$ cat src/rtl/reg_dump_pkg.sv
// Shared definitions for the register-file dump streamer.
//   state_t      : frame sequencer states
//   HDR_DEFAULT  : default frame header byte
//   BYTE_W       : stream byte width
package reg_dump_pkg;

    localparam int unsigned BYTE_W = 8;
    localparam logic [BYTE_W-1:0] HDR_DEFAULT = 8'hA5;

    typedef enum logic [2:0] {
        ST_IDLE,
        ST_HDR,
        ST_ADDR,
        ST_SEND,
        ST_SUM,
        ST_DONE
    } state_t;

endpackage

$ cat src/rtl/reg_dump.sv
// reg_dump: walks a two-read-port register file pair by pair and streams
// its contents as a framed byte stream: header, registers big-endian in
// index order, then an XOR checksum of the register bytes.
// Ports:
//   clk, rst        : clock, synchronous active-high reset
//   start           : dump request, sampled only while idle
//   aaddr, baddr    : read addresses (even / odd register of current pair)
//   aout, bout      : read data, combinational from aaddr / baddr
//   tx_data/valid   : stream byte and valid
//   tx_ready        : downstream accept
//   busy            : frame in progress
//   done            : one-cycle pulse after the checksum byte is accepted
module reg_dump
    import reg_dump_pkg::*;
#(
    parameter int unsigned NREG = 4,
    parameter int unsigned AW   = 2,
    parameter int unsigned DW   = 16,
    parameter logic [BYTE_W-1:0] HDR = HDR_DEFAULT
) (
    input  logic                clk,
    input  logic                rst,
    input  logic                start,
    output logic [AW-1:0]       aaddr,
    output logic [AW-1:0]       baddr,
    input  logic [DW-1:0]       aout,
    input  logic [DW-1:0]       bout,
    output logic [BYTE_W-1:0]   tx_data,
    output logic                tx_valid,
    input  logic                tx_ready,
    output logic                busy,
    output logic                done
);

    localparam logic [AW-1:0] LAST_PAIR = AW'(NREG - 2);

    state_t              state;
    logic [2*DW-1:0]     pair_buf;
    logic [1:0]          byte_cnt;
    logic [BYTE_W-1:0]   csum;
    logic [BYTE_W-1:0]   next_byte;

    // Byte following the one currently on tx_data (byte 0 is loaded in ADDR).
    always_comb begin
        next_byte = '0;
        case (byte_cnt)
            2'd0:    next_byte = pair_buf[23:16];
            2'd1:    next_byte = pair_buf[15:8];
            default: next_byte = pair_buf[7:0];
        endcase
    end

    always_ff @(posedge clk) begin
        if (rst) begin
            state    <= ST_IDLE;
            aaddr    <= '0;
            baddr    <= '0;
            tx_data  <= '0;
            tx_valid <= 1'b0;
            busy     <= 1'b0;
            done     <= 1'b0;
            pair_buf <= '0;
            byte_cnt <= '0;
            csum     <= '0;
        end else begin
            done <= 1'b0;
            case (state)
                ST_IDLE: begin
                    if (start) begin
                        tx_data  <= HDR;
                        tx_valid <= 1'b1;
                        busy     <= 1'b1;
                        aaddr    <= '0;
                        baddr    <= AW'(1);
                        csum     <= '0;
                        state    <= ST_HDR;
                    end
                end
                ST_HDR: begin
                    if (tx_ready) begin
                        tx_valid <= 1'b0;
                        state    <= ST_ADDR;
                    end
                end
                ST_ADDR: begin
                    // Both registers of the pair captured on the same edge.
                    pair_buf <= {aout, bout};
                    tx_data  <= aout[DW-1:DW-BYTE_W];
                    tx_valid <= 1'b1;
                    byte_cnt <= '0;
                    state    <= ST_SEND;
                end
                ST_SEND: begin
                    if (tx_ready) begin
                        csum <= csum ^ tx_data;
                        if (byte_cnt == 2'd3) begin
                            if (aaddr == LAST_PAIR) begin
                                // Running sum does not yet include the byte just accepted.
                                tx_data <= csum ^ tx_data;
                                state   <= ST_SUM;
                            end else begin
                                aaddr    <= aaddr + AW'(2);
                                baddr    <= baddr + AW'(2);
                                tx_valid <= 1'b0;
                                state    <= ST_ADDR;
                            end
                        end else begin
                            byte_cnt <= byte_cnt + 2'd1;
                            tx_data  <= next_byte;
                        end
                    end
                end
                ST_SUM: begin
                    if (tx_ready) begin
                        tx_valid <= 1'b0;
                        busy     <= 1'b0;
                        done     <= 1'b1;
                        state    <= ST_DONE;
                    end
                end
                ST_DONE: begin
                    state <= ST_IDLE;
                end
                default: begin
                    state <= ST_IDLE;
                end
            endcase
        end
    end

endmodule

$ cat config.mk
export PLATFORM = sky130hd
export DESIGN_NAME = reg_dump
export DESIGN_NICKNAME = d
export VERILOG_FILES = /design/src/rtl/reg_dump_pkg.sv /design/src/rtl/reg_dump.sv
export SDC_FILE = /design/constraint.sdc
export NUM_CORES = 1
export LEC_CHECK = 0
export ABC_AREA = 1
export CORE_ASPECT_RATIO = 0.7
export CORE_UTILIZATION = 50
export DETAILED_ROUTE_END_ITERATION = 12
export PLACE_DENSITY = 0.9
export SLEW_MARGIN = 10
export SYNTH_ARGS = -nofsm -noshare
export SYNTH_HDL_FRONTEND = slang
export SYNTH_SLANG_ARGS = --single-unit
$ cat constraint.sdc
create_clock -name clk -period 2.95 [get_ports clk]
set_clock_uncertainty 0.2 [all_clocks]
set_input_delay 0.59 -clock clk [delete_from_list [all_inputs] [get_ports clk]]
set_output_delay 0.59 -clock clk [all_outputs]
set_load 0.01 [all_outputs]
Word-level counts from Yosys, hierarchy flattened
Cells that the tools add are included.
Widths: inputs -> output; s select.
{ "totals": {"reg_bits": 52, "in_bits": 36, "out_inout_bits": 15} }
{ "classes": {"n_addsub": 3, "eq_ne": 16, "mux": 37, "bitwise_logic": 2, "reduce_logical": 16} }
{ "ops": {"columns": ["operator", "n"], "rows": [
  ["$mux 8", 6],
  ["$pmux 8 s2", 2],
  ["$pmux 8 s3", 1],
  ["$mux 2", 10],
  ["$mux 3", 6],
  ["$pmux 3 s5", 1],
  ["$ne 2x2->1 const B", 7],
  ["$pmux 2 s2", 3],
  ["$reduce_and 5->1", 2],
  ["$reduce_and 3->1", 3],
  ["$xor 8x8->8", 1],
  ["$eq 3x2->1 const B", 2],
  ["$mux 1", 6],
  ["$reduce_and 6->1", 1],
  ["$reduce_bool 2->1", 3],
  ["$add 2x2->2 const B", 2],
  ["$eq 2x2->1 const B", 2],
  ["$pmux 1 s4", 1],
  ["$reduce_and 4->1", 1],
  ["$reduce_bool 4->1", 1],
  ["$reduce_or 2->1", 2],
  ["$eq 3x1->1 const B", 1],
  ["$eq 3x3->1 const B", 1],
  ["$logic_not 3->1", 1],
  ["8 further kinds", 8]
]} }

Logic depth before layout (Yosys ltp)
Gate-level depths: netlist (run 1).
{ "logic_depth": {"depth_word": 5, "depth_mapped": 11} }

Worst setup path after synthesis (run 1)
Ideal clock, no wire load.
{ "synth_path": {"kind": "register to register", "from": "register byte_cnt[0]", "to": "register tx_data[1]", "setup_ps": 71, "arrival_ps": 1458, "required_ps": 2679, "setup_slack_ps": 1221, "path_stages_with_launch": 11, "n_path_buf": 1, "synth_period_minus_slack_ps": 1729, "path_cell_list": "dfxtp_1 > inv_1 > ha_1 > clkbuf_1 > nor2_1 > nand2_1 > nand2_1 > nand2_1 > nand3_1 > nand2_1 > a21oi_1"} }
{ "synth_between": {"elab_chain_len": 5, "elab_cells_between_ends": 9, "classes_between": "3 x eq/ne; 4 x mux; 2 x reduce/logical"} }
{ "synth_lines": {"columns": ["item", "line", "source"], "rows": [
  ["from (decl)", "reg_dump.sv:39", "logic [1:0] byte_cnt;"],
  ["from (signal assigned)", "reg_dump.sv:108", "byte_cnt <= byte_cnt + 2'd1;"],
  ["$eq 2x1->1 / $logic_not 2->1 (equally long branches)", "reg_dump.sv:46", "case (byte_cnt)"],
  ["$pmux 8 s2", "reg_dump.sv:46", null],
  ["$mux 8", "reg_dump.sv:96", "if (byte_cnt == 2'd3) begin"],
  ["$mux 8", "reg_dump.sv:94", "if (tx_ready) begin"],
  ["$pmux 8 s3", "reg_dump.sv:67", "case (state)"],
  ["to (signal assigned)", "reg_dump.sv:88", "tx_data <= aout[DW-1:DW-BYTE_W];"],
  ["to (signal assigned)", "reg_dump.sv:99", "tx_data <= csum ^ tx_data;"],
  ["to (signal assigned)", "reg_dump.sv:109", "tx_data <= next_byte;"],
  ["to (decl)", "reg_dump.sv:28", "output logic [BYTE_W-1:0] tx_data,"]
]} }
Several ways; a longest one is shown, not always the timed one. The select of a mux whose other input is x is not followed.
A chain may end at the register's enable or synchronous reset.

Worst setup path in the final report (run 1)
{ "layout_path": {"from": "register tx_data[4]", "to": "output port tx_data[4]"} }
No word-level cell between the ends.

==> results.cfg, run 1 <==
[sta]
rsz0062_at_grt = no
worst_slew_pin_slew_ns = 0.694
setup_tns_ns = 0
whs_ns = 0.252
setup_viol = 0
fmax_mhz = 481
relSlewSlack_pct = 53.7
min_period_over_period_pct = 70.5
period_minus_slack_ns = 2.08
drv_slew = 0
hold_violations = 0

[critical_path]
slowest_delay_ns = 0.56
worstPathRequired_ns = 2.16
cp_num_buf_inv = 1
crit_path_cell_trace = clkdlybuf4s50_1
endpoint_kind = primary output
slowest_stage = clkdlybuf4s50_1
critical_path_class = flip-flop to primary output
crit_family = buffers and inverters
cp_max_fo = 4
worst_setup_path_start_kind = flip-flop
worstPathArrival_ns = 1.29

[cts]
clkLatencyLatePin_ns = 0.32
cts_hold_buf = 0
cts_made_buffers = 5
cts_resized = 0
cts-root-buf = clkbuf_8
cts_buffer_depth = 2
cts_tree = built
clock-sinks = 51
h-tree-depth = 2
postCtsSetupBuffers = 0
clkSlewWorstSetupHoldPaths_ns = 0.11

[power_and_ir_drop]
p_sw_share_pct = 42.3
seqPwrFrac_pct = 40.5
power_frac_clock_pct = 17.2
leakage_nw = 1.35
combPwrFrac_pct = 42.3
p_sw_mw = 1.08
internal-power_mw = 1.47
peakVddDrop_v = 0.000564
power_density_mw_per_mm2 = 815

[floorplan]
die-width_um = 86.8
start_util_pct = 52.4
die_h_um = 61.4
ios = 51
die-area_mm2 = 0.00533
fp-row-count = 21
core-area_mm2 = 0.00481

[global_route]
track_usage_pct = 26.1
grt_pass1_wl_um = 10600
overflow = 0
grt_max_degree = 32
antenna_found_initial = 0
grt_pass1_vias = 2252

[synthesis]
syn_inst = 375
synth_area_leaders = dfxtp_1 (41%), nand2_1 (13%), nor2_1 (12%), o21ai_0 (6.0%), nand3_1 (5.0%)
synth_cell_types = 29
syn_area_mm2 = 0.00252
synth_seq_cells = 51
syn_area_per_cell_um2 = 6.72
synth_top_area_share_pct = 40.5
ys.warnings.count = 0
ys_seq_area_share_pct = 40.5
synth_nets = 414
post-synth-top-area-cell = dfxtp_1

[routing]
drt_first_iter_violations = 248
wire_per_inst_um = 13.2
route.antenna.remaining_nets = 0
dr.pass1.iters = 4
drc = 0
routed_wl_um = 6450
drt-vias-per-instance = 5.22
vias = 2551

[final_layout]
finalNetCount = 458
area_growth_pct = 24.2
drive_gt1_share_pct = 6.19
diodes = 0
final_util_pct = 65.1

[min_path]
hold_class = flip-flop to flip-flop

[place]
port_buffers = 49
place_congestion = 0.917
post-dp-hpwl_um = 4610

[outcome]
outcome = finished, final reports clean

[flow_run]
cap_violations = 0
## synth_stat cells, drive strengths merged
library cell,instances
a21oi,17
a22oi,5
a31oi,1
and2,2
buf,7
clkbuf,8
conb,1
dfxtp,51
ha,3
inv,31
nand2,92
nand3,26
nand4,3
nor2,84
nor3,4
o21ai,32
o21bai,4
xor2,4
## sequential cells by signal (all words and copies together), names as in the netlist
name,flops
aaddr,1
baddr,2
busy,1
byte_cnt,2
csum,8
done,1
pair_buf,24
state,3
tx_data,8
tx_valid,1
## routing by layer
layer | share of wire, % | GRT usage, % | vias to the layer above
met4 | 1.1 | 9.52 | 0
met2 | 44 | 40.6 | 117
li1 | - | - | 1278
met5 | 0 | 0 | -
met1 | 47 | 37.1 | 1149
met3 | 7.6 | 4.29 | 7
## area by class of cell
cell class / count / area (um^2)
Clock buffer: 6 / 82.6
Clock inverter: 2 / 16.3
Fill cell: 430 / 1680
Inverter: 31 / 116
Multi-Input combinational cell: 278 / 1290
Sequential cell: 51 / 1020
Tap cell: 69 / 86.3
Timing Repair Buffer: 52 / 513
## kinds of logic after synthesis
logic type      count (synthesis)  synth area share (%)
xor+xnor                        4                  1.39
buf+inv                        46                  8.15
fa+ha+maj                       3                  1.49
flops                          51                  40.5
compound gates                 59                  12.7
simple gates                  211                  35.6
other cells                     1                 0.149
## final timing paths
| check | slack (ns) | cells past startpoint | endpoint | start |
|---|---|---|---|---|
| hold / removal | 0.25 | 2 | baddr[0] | baddr[0] |
| hold reg to reg | 0.25 | 2 | baddr[0] | baddr[0] |
| setup / recovery | 0.87 | 1 | tx_data[4] | tx_data[4] |
| setup reg to reg | 0.87 | 9 | tx_data[1] | byte_cnt[1] |
## power by group through the flow
stage	Sequential (mW)	Clock [mW]	Combinational (mW)
floorplan	1.03	0	0.739
global placement	1.04	0	1.05
detailed placement	1.04	0	1.06
CTS	1.03	0.439	1.06
global route	1.06	0.464	1.22
finish	1.03	0.439	1.08
## cell usage in the layout, fill, tap and decap left out
master / n
nand2_1: 85
nand2_4: 3
inv_1: 28
nand4_1: 3
nor3_2: 1
clkbuf_8: 6
o21ai_1: 2
inv_2: 3
nand2_2: 4
a31oi_1: 1
nor2_4: 1
nand3_1: 25
nor2_1: 81
clkdlybuf4s50_1: 49
nand3_2: 1
clkinvlp_4: 1
a21oi_1: 17
nor2_2: 2
clkinv_4: 1
xor2_1: 4
o21ai_0: 30
buf_4: 3
a22oi_1: 5
and2_1: 2
conb_1: 1
ha_1: 3
dfxtp_1: 51
nor3_1: 3
o21bai_1: 4
## stage by stage
stage | area [um^2] | setup slack, ns | cells | total power [mW]
6_report | 3130 | 0.869 | 489 | 2.55
5_1_grt | 3130 | 0.646 | 489 | 2.74
4_1_cts | 3130 | 0.880 | 489 | 2.53
3_5_place_dp | 3030 | 0.712 | 481 | 2.10
3_3_place_gp | 3030 | 0.798 | 481 | 2.09
2_1_floorplan | 2520 | 1.22 | 375 | 1.77
No activity file was read; power rests on OpenSTA's default activity.
==> run 2, diff against run 1 <==
Clock period 2.95 ns to 2 ns, I/O delays scaled along.
==> run 2 against run 1 <==
  * First-iteration DRC count shrank 42%
  * Setup slack lost 0.74 ns
  * Via count shrank 2.0%
  * Sequential cell count is the same
  * Critical path depth is the same
  * Largest power group unchanged
==> results.cfg, run 2 (synthesized netlist as in run 1, its figures left out) <==
[routing]
routed_wl_um = 6130
route.antenna.remaining_nets = 0
drt-vias-per-instance = 5.05
drc = 0
vias = 2501
dr.pass1.iters = 5
drt_first_iter_violations = 144
wire_per_inst_um = 12.4

[global_route]
overflow = 0
grt_pass1_vias = 2167
grt_pass1_wl_um = 9950
grt_max_degree = 32
track_usage_pct = 24.7
antenna_found_initial = 0

[critical_path]
worst_setup_path_start_kind = flip-flop
cp_num_buf_inv = 1
cp.depth = 1
slowest_delay_ns = 0.56
worstPathRequired_ns = 1.40
cp_max_fo = 4
r2r-end = tx_data[5]
worstPathArrival_ns = 1.27
crit_path_cell_trace = clkdlybuf4s50_1
slowest_stage = clkdlybuf4s50_1
critical_path_class = flip-flop to primary output
endpoint_kind = primary output
reg2reg_depth = 8
reg2reg_from = state[0]
crit_family = buffers and inverters
r2r_slack_ns = 0.27

[floorplan]
core-area_mm2 = 0.00481
fp-row-count = 21
ios = 51
die_h_um = 61.4
die-area_mm2 = 0.00533
start_util_pct = 52.4
die-width_um = 86.8

[final_layout]
area_growth_pct = 26.6
final.fill_count = 420
largest_reg_flops = 24
diodes = 0
drive_gt1_share_pct = 7.51
final_cell_mix = nand2_1 (85), nor2_1 (81), dfxtp_1 (51)
finalNetCount = 465
mostFrequentLayoutCell = nand2_1
top_register = pair_buf
largestRegisters = pair_buf (24), csum (8), tx_data (8)

[cts]
clkSlewWorstSetupHoldPaths_ns = 0.09
cts_hold_buf = 0
cts_buffer_depth = 2
cts-root-buf = clkbuf_8
clock-sinks = 51
cts_tree = built
cts_resized = 0
clkLatencyLatePin_ns = 0.31
postCtsSetupBuffers = 0
cts_made_buffers = 5
h-tree-depth = 2

[min_path]
hold_class = flip-flop to flip-flop
hold_start = baddr[0]
holdPathStages = 2
hold_path_end = baddr[0]

[sta]
layout_setup_ws_ns = 0.133
min_period_over_period_pct = 93.3
relSlewSlack_pct = 47.1
whs_ns = 0.267
worst_slew_pin_slew_ns = 0.793
fmax_mhz = 536
period_minus_slack_ns = 1.87
hold_violations = 0
setup_viol = 0
drv_slew = 0
rsz0062_at_grt = no

[power_and_ir_drop]
leakage_nw = 1.39
power_density_mw_per_mm2 = 1200
peakVddDrop_v = 0.000777
power_mw = 3.82

[flow_run]
cap_violations = 0

[place]
pre_cts_ws_ns = -0.0840
place_congestion = 0.844
port_buffers = 49
post-dp-hpwl_um = 4490

[outcome]
outcome = finished, final reports clean
-- run 2: how the worst max path moves through the flow --
stage,from,end
4_1_cts,tx_data[5],tx_data[5]
3_3_place_gp,tx_ready,tx_data[4]
2_1_floorplan,byte_cnt[0],tx_data[1]
3_5_place_dp,rst,pair_buf[8]
5_1_grt,tx_data[5],tx_data[5]
6_report,tx_data[3],tx_data[3]
-- run 2: final cells by class --
class	count	area (um^2)	area share [%]
Multi-Input combinational cell	278	1290	40.5
Clock inverter	2	37.5	1.18
Sequential cell	51	1020	32.0
Tap cell	69	86.3	2.71
Clock buffer	5	68.8	2.16
Timing Repair Buffer	59	566	17.7
Inverter	31	116	3.65
-- run 2: where the power goes --
group | internal (mW) | switching [mW]
Combinational | 0.609 | 0.991
Clock | 0.366 | 0.342
Sequential | 1.31 | 0.211
-- run 2: per-stage QoR --
stage,util [%],TNS (ns),cell area (um^2),cells
2_1_floorplan,-,0,2520,375
3_3_place_gp,64.1,-0.484,3080,488
3_5_place_dp,64.1,-1.64,3080,488
4_1_cts,66.3,0,3190,495
5_1_grt,66.3,0,3190,495
6_report,66.3,0,3190,495
-- run 2: worst reg2reg max path, delay by kind of cell (launching register included) --
family,cells,cell delay (ns)
flip-flops,1,0.45
buffers and inverters,1,0.12
AND/OR/NAND/NOR,7,0.92
-- run 2: per-layer routing --
metal	up-vias	track usage, %	part of all wire, %
li1	1290	-	-
met4	0	11.9	1.4
met1	1116	33.9	49
met2	85	36.7	43
met5	-	0	0
met3	10	6.30	7.3
==> RTL change (config.mk and constraints of run 1) <==
Change the parameter `AW` from 2 to 3.
--- a/src/rtl/reg_dump.sv
+++ b/src/rtl/reg_dump.sv
@@ -16,3 +16,3 @@
     parameter int unsigned NREG = 4,
-    parameter int unsigned AW   = 2,
+    parameter int unsigned AW   = 3,
     parameter int unsigned DW   = 16,
Ports: changed (resized aaddr and baddr); port bits go from 51 to 53. No check against the original RTL was run, so the function may have changed too.
==> RTL change against run 1 <==
Wire length increased by 3.5%; design area increased by 4.6%; total power decreased by 21%; synthesized cell count increased by 6.1%; area after synthesis increased by 3.5%; sequential power decreased by 14%; combinational power decreased by 43%; sequential cell count increased by 2; clock power increased by 17%; count of clock-buffer cells in the layout increased by 1; utilization increased by 1.9 points; critical path type is now reg -> reg; worst setup slack got worse by 190 ps.
==> RTL change: results (changes against run 1) <==
* Slowest stage delay, CP at 450 ps (-110 ps)
* Layout cell share with drive strength beyond 1 at 5.39% (-0.80 points)
* VDD IR max at 0.293 mV (-48%)
* Worst hold endpoint: baddr[0]
* Synth async-reset ratio at 0% (unchanged)
* Worst Hold Class: reg -> reg
* Post-synthesis sequential area ratio at 40.7% (+0.15 points)
* Routability congestion estimate at 0.921 (+0.46%)
* Routed wire per std cell at 13.0 microns (-1.5%)
* Final hold slack at 250 ps (-2.57 ps)
* Distinct cells, synth at 25 (-14%)
* CTS Buf Count at 5 (unchanged)
* Flop2flop setup slack at 680 ps (-190 ps)
* Crit Path Max Fanout at 12 (+8)
* Setup bufs post-CTS at 0 (unchanged)
* Ys flop type: dfxtp_1
* Layout net count at 484 (+5.7%)
* Clock Pin Slew Worst Setup and Hold Paths at 90 ps (-20 ps)
* Global-route track usage on met2 at 39.2% (-1.4 points)
* Syn Nets at 438 (+5.8%)
* Clock H-tree levels at 2 (unchanged)
* Outcome: complete, no violations
* Met1 track demand over resource at 35.6% (-1.5 points)
* Gr usage total at 25.5% (-0.66 points)
* Clock Path Buffers at 2 (unchanged)
* Ant. Diodes at 0 (unchanged)
* Hold Path Origin: baddr[0]
* Dpl ws at 587 ps (-125 ps)
* Pleak at 1.37 nW (+1.4%)
* Largest registers: pair_buf x24, csum x8, tx_data x8
* First-pass GRT wire length at 11000 microns (+4.2%)
* Worst r2r src: state[0]
* Area contributors post-synth: dfxtp_1 41%, nand2_1 15%, nor2_1 11%
* Post-place instance area at 0.00316 sq mm (+4.2%)
* R2R depth at 6 (-3)
* Initial antenna violation count at 0 (unchanged)
* Vias in the first global route at 2459 (+9.2%)
* Dpl hpwl at 4660 microns (+1.1%)
* CTS resizes at 0 (unchanged)
* Largest net degree at the start of global routing at 37 (+16%)
* CTS root buffer: clkbuf_8
* Iter 0 DRT Violations at 207 (-17%)
* RR Endpoint: csum[2]
* Relative slew slack at 63.1% (+9.5 points)
* Via count at 2687 (+5.3%)
* Crit-path slowest cell: dfxtp_1
* Worst Path Arrival at 2310 ps (+1020 ps)
* Hold depth at 2 (unchanged)
* GRT met3 Usage at 4.89% (+0.60 points)
* Cell family with most CP delay: simple AND/OR/NAND/NOR gates
* Clock latency on the worst-skew pair at 310 ps
* DRT Pass-1 Iters at 5 (+1)
* Ys Warns at 0 (unchanged)
* Most frequent cells after synthesis: 104 x nand2_1, 73 x nor2_1, 53 x dfxtp_1
* Buffers on Ports at 51 (+4.1%)
==> RTL change: changes by cell type in the layout (fill, tap and decap cells not counted), moves of 3 or more <==
cell,run 1,this run
a22oi_1,5,0
nor2_1,81,73
nand2_1,85,104
xnor2_1,0,3
o21bai_1,4,0
nand2_2,4,1
a21oi_1,17,29
nor2_2,2,5
==> RTL change: worst max path at each step <==
stage | start | to | slack (ps) | cells after the start
floorplan | byte_cnt[0] | tx_data[4] | 1220 | 10
global placement | tx_ready | baddr[2] | 640 | 8
detailed placement | tx_ready | baddr[2] | 590 | 8
CTS | state[0] | csum[2] | 740 | 6
global route | state[2] | csum[3] | 540 | 6
finish | state[0] | csum[2] | 680 | 6
==> RTL change: per-stage QoR <==
stage	instances	util, %
after global routing	514	66.9
after CTS	514	66.9
after detailed placement	506	64.6
after floorplan	398	-
final	514	66.9
after global placement	506	64.6
==> RTL change: layout make-up <==
cell class / instances / area [sq um]
clock buffer: 7 / 86.3
tap: 69 / 86.3
sequential: 53 / 1060
timing repair buffer: 54 / 533
fill: 440 / 1620
clock inverter: 1 / 30.0
multi-input combinational: 297 / 1350
inverter: 33 / 124
==> RTL change: routing by layer <==
layer	up-vias	wire length (microns)
li1	1353	-
met1	1205	3120
met2	117	2950
met3	12	500
met4	0	104
met5	-	0
==> RTL change: worst register-to-register path, delay by kind of cell (launching register included) <==
kind	cells	cell delay [ps]
AO/OA/AOI/OAI	1	180
flip-flops	1	450
AND/OR/NAND/NOR	5	1380
==> RTL change: cell families after synthesis <==
kind of cell / after synthesis / share of synthesized area (%)
other cells: 1 / 0.144
flops: 53 / 40.7
simple gates: 222 / 35.5
compound gates: 64 / 12.3
buf+inv: 48 / 7.49
fa+ha+maj: 4 / 1.92
xor+xnor: 6 / 2.02
==> RTL change: where the power goes <==
| part | internal, W | switching [W] |
|---|---|---|
| combinational | 0.000232 | 0.000382 |
| sequential | 0.000814 | 0.0000667 |
| clock | 0.000277 | 0.000237 |
| total | 0.00132 | 0.000685 |
